[src/rtl/bcd_to_binary.sv]
// Sequential reverse double-dabble: packed BCD in, unsigned binary out.
// One right shift per SHIFT cycle, then a subtract-3 fix on one digit per SUB cycle.
module bcd_to_binary #(
  parameter int unsigned DIGITS = 4,
  parameter int unsigned BIN_W  = 14
) (
  input  logic                  clk,
  input  logic                  rst,
  input  logic                  en,
  input  logic [4*DIGITS-1:0]   bcd_d_in,
  output logic [BIN_W-1:0]      bin_d_out,
  output logic                  rdy,
  output logic                  err,
  output logic                  busy
);

  localparam int unsigned BCD_W = 4 * DIGITS;
  localparam int unsigned WRK_W = BCD_W + BIN_W;
  localparam int unsigned SH_W  = (BIN_W  > 1) ? $clog2(BIN_W)  : 1;
  localparam int unsigned DIG_W = (DIGITS > 1) ? $clog2(DIGITS) : 1;

  localparam logic [SH_W-1:0]  SH_LAST  = SH_W'(BIN_W - 1);
  localparam logic [DIG_W-1:0] DIG_LAST = DIG_W'(DIGITS - 1);

  // ERR exists so an invalid input still reports one edge after acceptance
  typedef enum logic [2:0] {
    IDLE  = 3'd0,
    SHIFT = 3'd1,
    SUB   = 3'd2,
    ERR   = 3'd3,
    DONE  = 3'd4
  } state_t;

  state_t             state;
  logic [WRK_W-1:0]   w;
  logic [WRK_W-1:0]   w_shr;
  logic [WRK_W-1:0]   w_fix;
  logic [SH_W-1:0]    sh_cnt;
  logic [DIG_W-1:0]   dig_cnt;
  logic               in_bad;

  // Any input digit above 9 makes the whole word invalid
  always_comb begin
    in_bad = 1'b0;
    for (int i = 0; i < int'(DIGITS); i++) begin
      if (bcd_d_in[4*i +: 4] > 4'd9) in_bad = 1'b1;
    end
  end

  assign w_shr = w >> 1;

  // Correct only the digit selected by dig_cnt; no borrow crosses digits
  always_comb begin
    w_fix = w;
    for (int i = 0; i < int'(DIGITS); i++) begin
      if ((dig_cnt == DIG_W'(i)) && (w[BIN_W + 4*i +: 4] >= 4'd8)) begin
        w_fix[BIN_W + 4*i +: 4] = w[BIN_W + 4*i +: 4] - 4'd3;
      end
    end
  end

  always_ff @(posedge clk or posedge rst) begin
    if (rst) begin
      state     <= IDLE;
      w         <= '0;
      sh_cnt    <= '0;
      dig_cnt   <= '0;
      bin_d_out <= '0;
      rdy       <= 1'b0;
      err       <= 1'b0;
      busy      <= 1'b0;
    end else begin
      case (state)
        IDLE: begin
          rdy  <= 1'b0;
          busy <= 1'b0;
          if (en) begin
            busy <= 1'b1;
            if (in_bad) begin
              err       <= 1'b1;
              bin_d_out <= '0;
              state     <= ERR;
            end else begin
              w      <= {bcd_d_in, {BIN_W{1'b0}}};
              sh_cnt <= '0;
              err    <= 1'b0;
              state  <= SHIFT;
            end
          end
        end
        SHIFT: begin
          w <= w_shr;
          if (sh_cnt == SH_LAST) begin
            bin_d_out <= w_shr[BIN_W-1:0];
            rdy       <= 1'b1;
            state     <= DONE;
          end else begin
            sh_cnt  <= sh_cnt + SH_W'(1);
            dig_cnt <= '0;
            state   <= SUB;
          end
        end
        SUB: begin
          w       <= w_fix;
          dig_cnt <= dig_cnt + DIG_W'(1);
          if (dig_cnt == DIG_LAST) state <= SHIFT;
        end
        ERR: begin
          rdy   <= 1'b1;
          state <= DONE;
        end
        DONE: begin
          rdy   <= 1'b0;
          busy  <= 1'b0;
          state <= IDLE;
        end
        default: begin
          rdy   <= 1'b0;
          busy  <= 1'b0;
          state <= IDLE;
        end
      endcase
    end
  end

endmodule

[config.mk]
export PLATFORM = sky130hd
export DESIGN_NAME = bcd_to_binary
export DESIGN_NICKNAME = d
export VERILOG_FILES = /design/src/rtl/bcd_to_binary.sv
export SDC_FILE = /design/constraint.sdc
export NUM_CORES = 1
export LEC_CHECK = 0
export ABC_AREA = 1
export CORE_UTILIZATION = 55
export CTS_BUF_LIST = sky130_fd_sc_hd__clkbuf_8 sky130_fd_sc_hd__clkbuf_16
export DETAILED_ROUTE_END_ITERATION = 10
export GPL_TIMING_DRIVEN = 0
export PLACE_DENSITY_LB_ADDON = 0.3
export SLEW_MARGIN = 5
export SYNTH_ARGS = -nofsm -noshare
export SYNTH_HDL_FRONTEND = slang
export SYNTH_SLANG_ARGS = --single-unit
[constraint.sdc]
create_clock -name clk -period 4.7 [get_ports clk]
set_clock_uncertainty 0.05 [all_clocks]
set_input_delay 0.705 -clock clk [delete_from_list [all_inputs] [get_ports clk]]
set_output_delay 0.705 -clock clk [all_outputs]
set_load 0.02 [all_outputs]
==> impl_metrics.toml <==
[sta]
slew_violations = 0
worst_pin_slew_ns = 0.532
rsz0062_at_grt = "false"
setup_viol = 0
slew_headroom = 0.646
final.period_utilization = 0.465
hold_viol_final = 0
tns_ns = 0
fmax_mhz = 458
fin_crit_ns = 2.18

[placed_design]
finalWeightedCongestion = 0.934
dp_hpwl_um = 5140
port_buffers = 35
dp.cells = 517

[yosys]
synth_cell_type_count = 23
synth_fp_nets = 444
synth_area_mm2 = 0.00308
synth_warnings = 0
synth_area_per_cell_um2 = 7.49
ys_ff_latch = 55
synth_cells = 411
synth-seq-area-share = 0.447

[worst_setup_path]
worst-endpoint-required_ns = 4.91
r2r_cells = 6
cp_max_fo = 10
cp-start-kind = "primary input"
regToRegSetupSlack_ns = 2.98
rr_endpoint = "w[17]"
cp-end-kind = "flop"
r2r_start = "state[1]"
cp.arrival_ns = 2.40
critPathKind = "in -> reg"

[die]
fp.dieW_um = 76.8
ios = 36
die_h_um = 76.8
core_area_mm2 = 0.00524
initial_core_util = 0.588
fp-row-count = 26
dieArea_mm2 = 0.00590

[power]
p_per_area_mw_per_mm2 = 218
power_uw = 790
vdd_drop_max_v = 0.000132
p_leak_nw = 1.87

[finish]
drive_gt1_frac = 0.0835
final_common_cell = "nand2_1"
nNetsFinal = 487
diodes = 0
syn_to_final_growth_pct = 17.9
layout_common_cells = "nand2_1 (163), nand3_1 (60), dfrtp_1 (55)"
instances_no_fill = 525

[clocking]
cts_buffers = 5
post_cts.repair.setup_buffers = 0
clockBufferDepth = 2
htree_levels = 2
cts_num_sinks = 55
clkSlewWorstSetupHoldPaths_ns = 0.11
postCtsHoldBufs = 0
cts_root_buffer = "clkbuf_8"
clock_latency_ns = 0.32
cts.repair.resized = 0
tritoncts = "yes"

[detailed_routing]
wl_per_cell_um = 13.7
vias = 2862
first_iter_violations = 222
vias_per_cell = 5.45
ant_nets = 0
drc = 0
routed_wl_um = 7190
dr.pass1.iters = 4

[global_route]
grt_first_pass_wirelength_um = 12500
grtUsageTotal = 0.263
grt_antenna_before_repair = 0
grt_max_degree = 40
grt_pass1_vias = 2755
globalRouteOverflowTotal = 0

[run_status]
status = "complete, no violations"

[min_path]
hold_start = "bin_d_out[13]"
hp-class = "reg -> reg"
whs_endpoint = "bin_d_out[13]"
whs_path_depth = 2

[run]
cap_violations = 0
-- flip-flops by register name, indices dropped and copies added, names as in the netlist --
name	count
bin_d_out	14
busy	1
dig_cnt	2
err	1
rdy	1
sh_cnt	4
state	3
w	29
-- worst max-delay path by stage --
stage,startpoint,endpoint,slack (ns)
floorplan,rst,bin_d_out[0],2.60
global placement,rst,w[20],1.58
detailed placement,bcd_d_in[1],w[22],2.19
CTS,bcd_d_in[1],w[22],2.52
global route,bcd_d_in[6],w[14],2.36
finish,bcd_d_in[2],w[22],2.52
-- per-stage QoR --
stage	cell area (um^2)	setup WS [ns]	utilization	hold WS, ns
after floorplan	3080	2.60	-	0.392
after global placement	3520	1.58	0.672	0.408
after detailed placement	3540	2.19	0.675	0.410
after CTS	3630	2.52	0.693	0.436
after global routing	3630	2.36	0.693	0.468
final	3630	2.52	0.693	0.432
-- synth_stat cells (all sizes together) --
cell	number	area, um^2
a21oi	4	23.8
buf	15	95.1
clkbuf	2	7.51
dfrtp	55	1380
ha	14	175
inv	36	135
nand2	167	637
nand3	60	300
nand4	16	100
nor2	22	100
nor3	1	10.0
o21ai	10	50.0
or2	4	25.0
xnor2	4	35.0
xor2	1	8.76
-- critical path: stages --
cell and delay (ns):
clkdlybuf4s50_1 0.44, nor2_1 0.11, nor2_1 0.05, nor2_1 0.10, nand2_1 0.14, nand2_2 0.14
clkbuf_1 0.44, nand4_1 0.17, nand2_1 0.10
-- power breakdown --
part           total [mW]  switching [mW]  internal (mW)  leakage (nW)
Combinational      0.0379          0.0186         0.0192          1.11
Sequential          0.475        0.000765          0.474         0.726
Clock               0.277           0.170          0.107        0.0408
-- logic make-up after synthesis --
kind of cell / Yosys count / share of synthesized area
flops: 55 / 0.447
fa+ha+maj: 14 / 0.0569
simple gates: 270 / 0.381
compound gates: 14 / 0.0240
xor+xnor: 5 / 0.0142
buf+inv: 53 / 0.0772
-- final cells by class --
type	count	area [um^2]
fillers	473	1610
clock inverters	3	23.8
flip-flops and latches	55	1380
clock buffers	5	68.8
inverters	36	135
well taps	70	87.6
multi-input cells	303	1470
plain buffers	17	103
repair buffers	36	370
-- metal layers --
layer / track usage / part of all wire
met1: 0.326 / 0.41
met2: 0.476 / 0.51
met3: 0.0417 / 0.068
met4: 0.0654 / 0.012
met5: 0 / 0
Power figures use the tool's default switching activity.
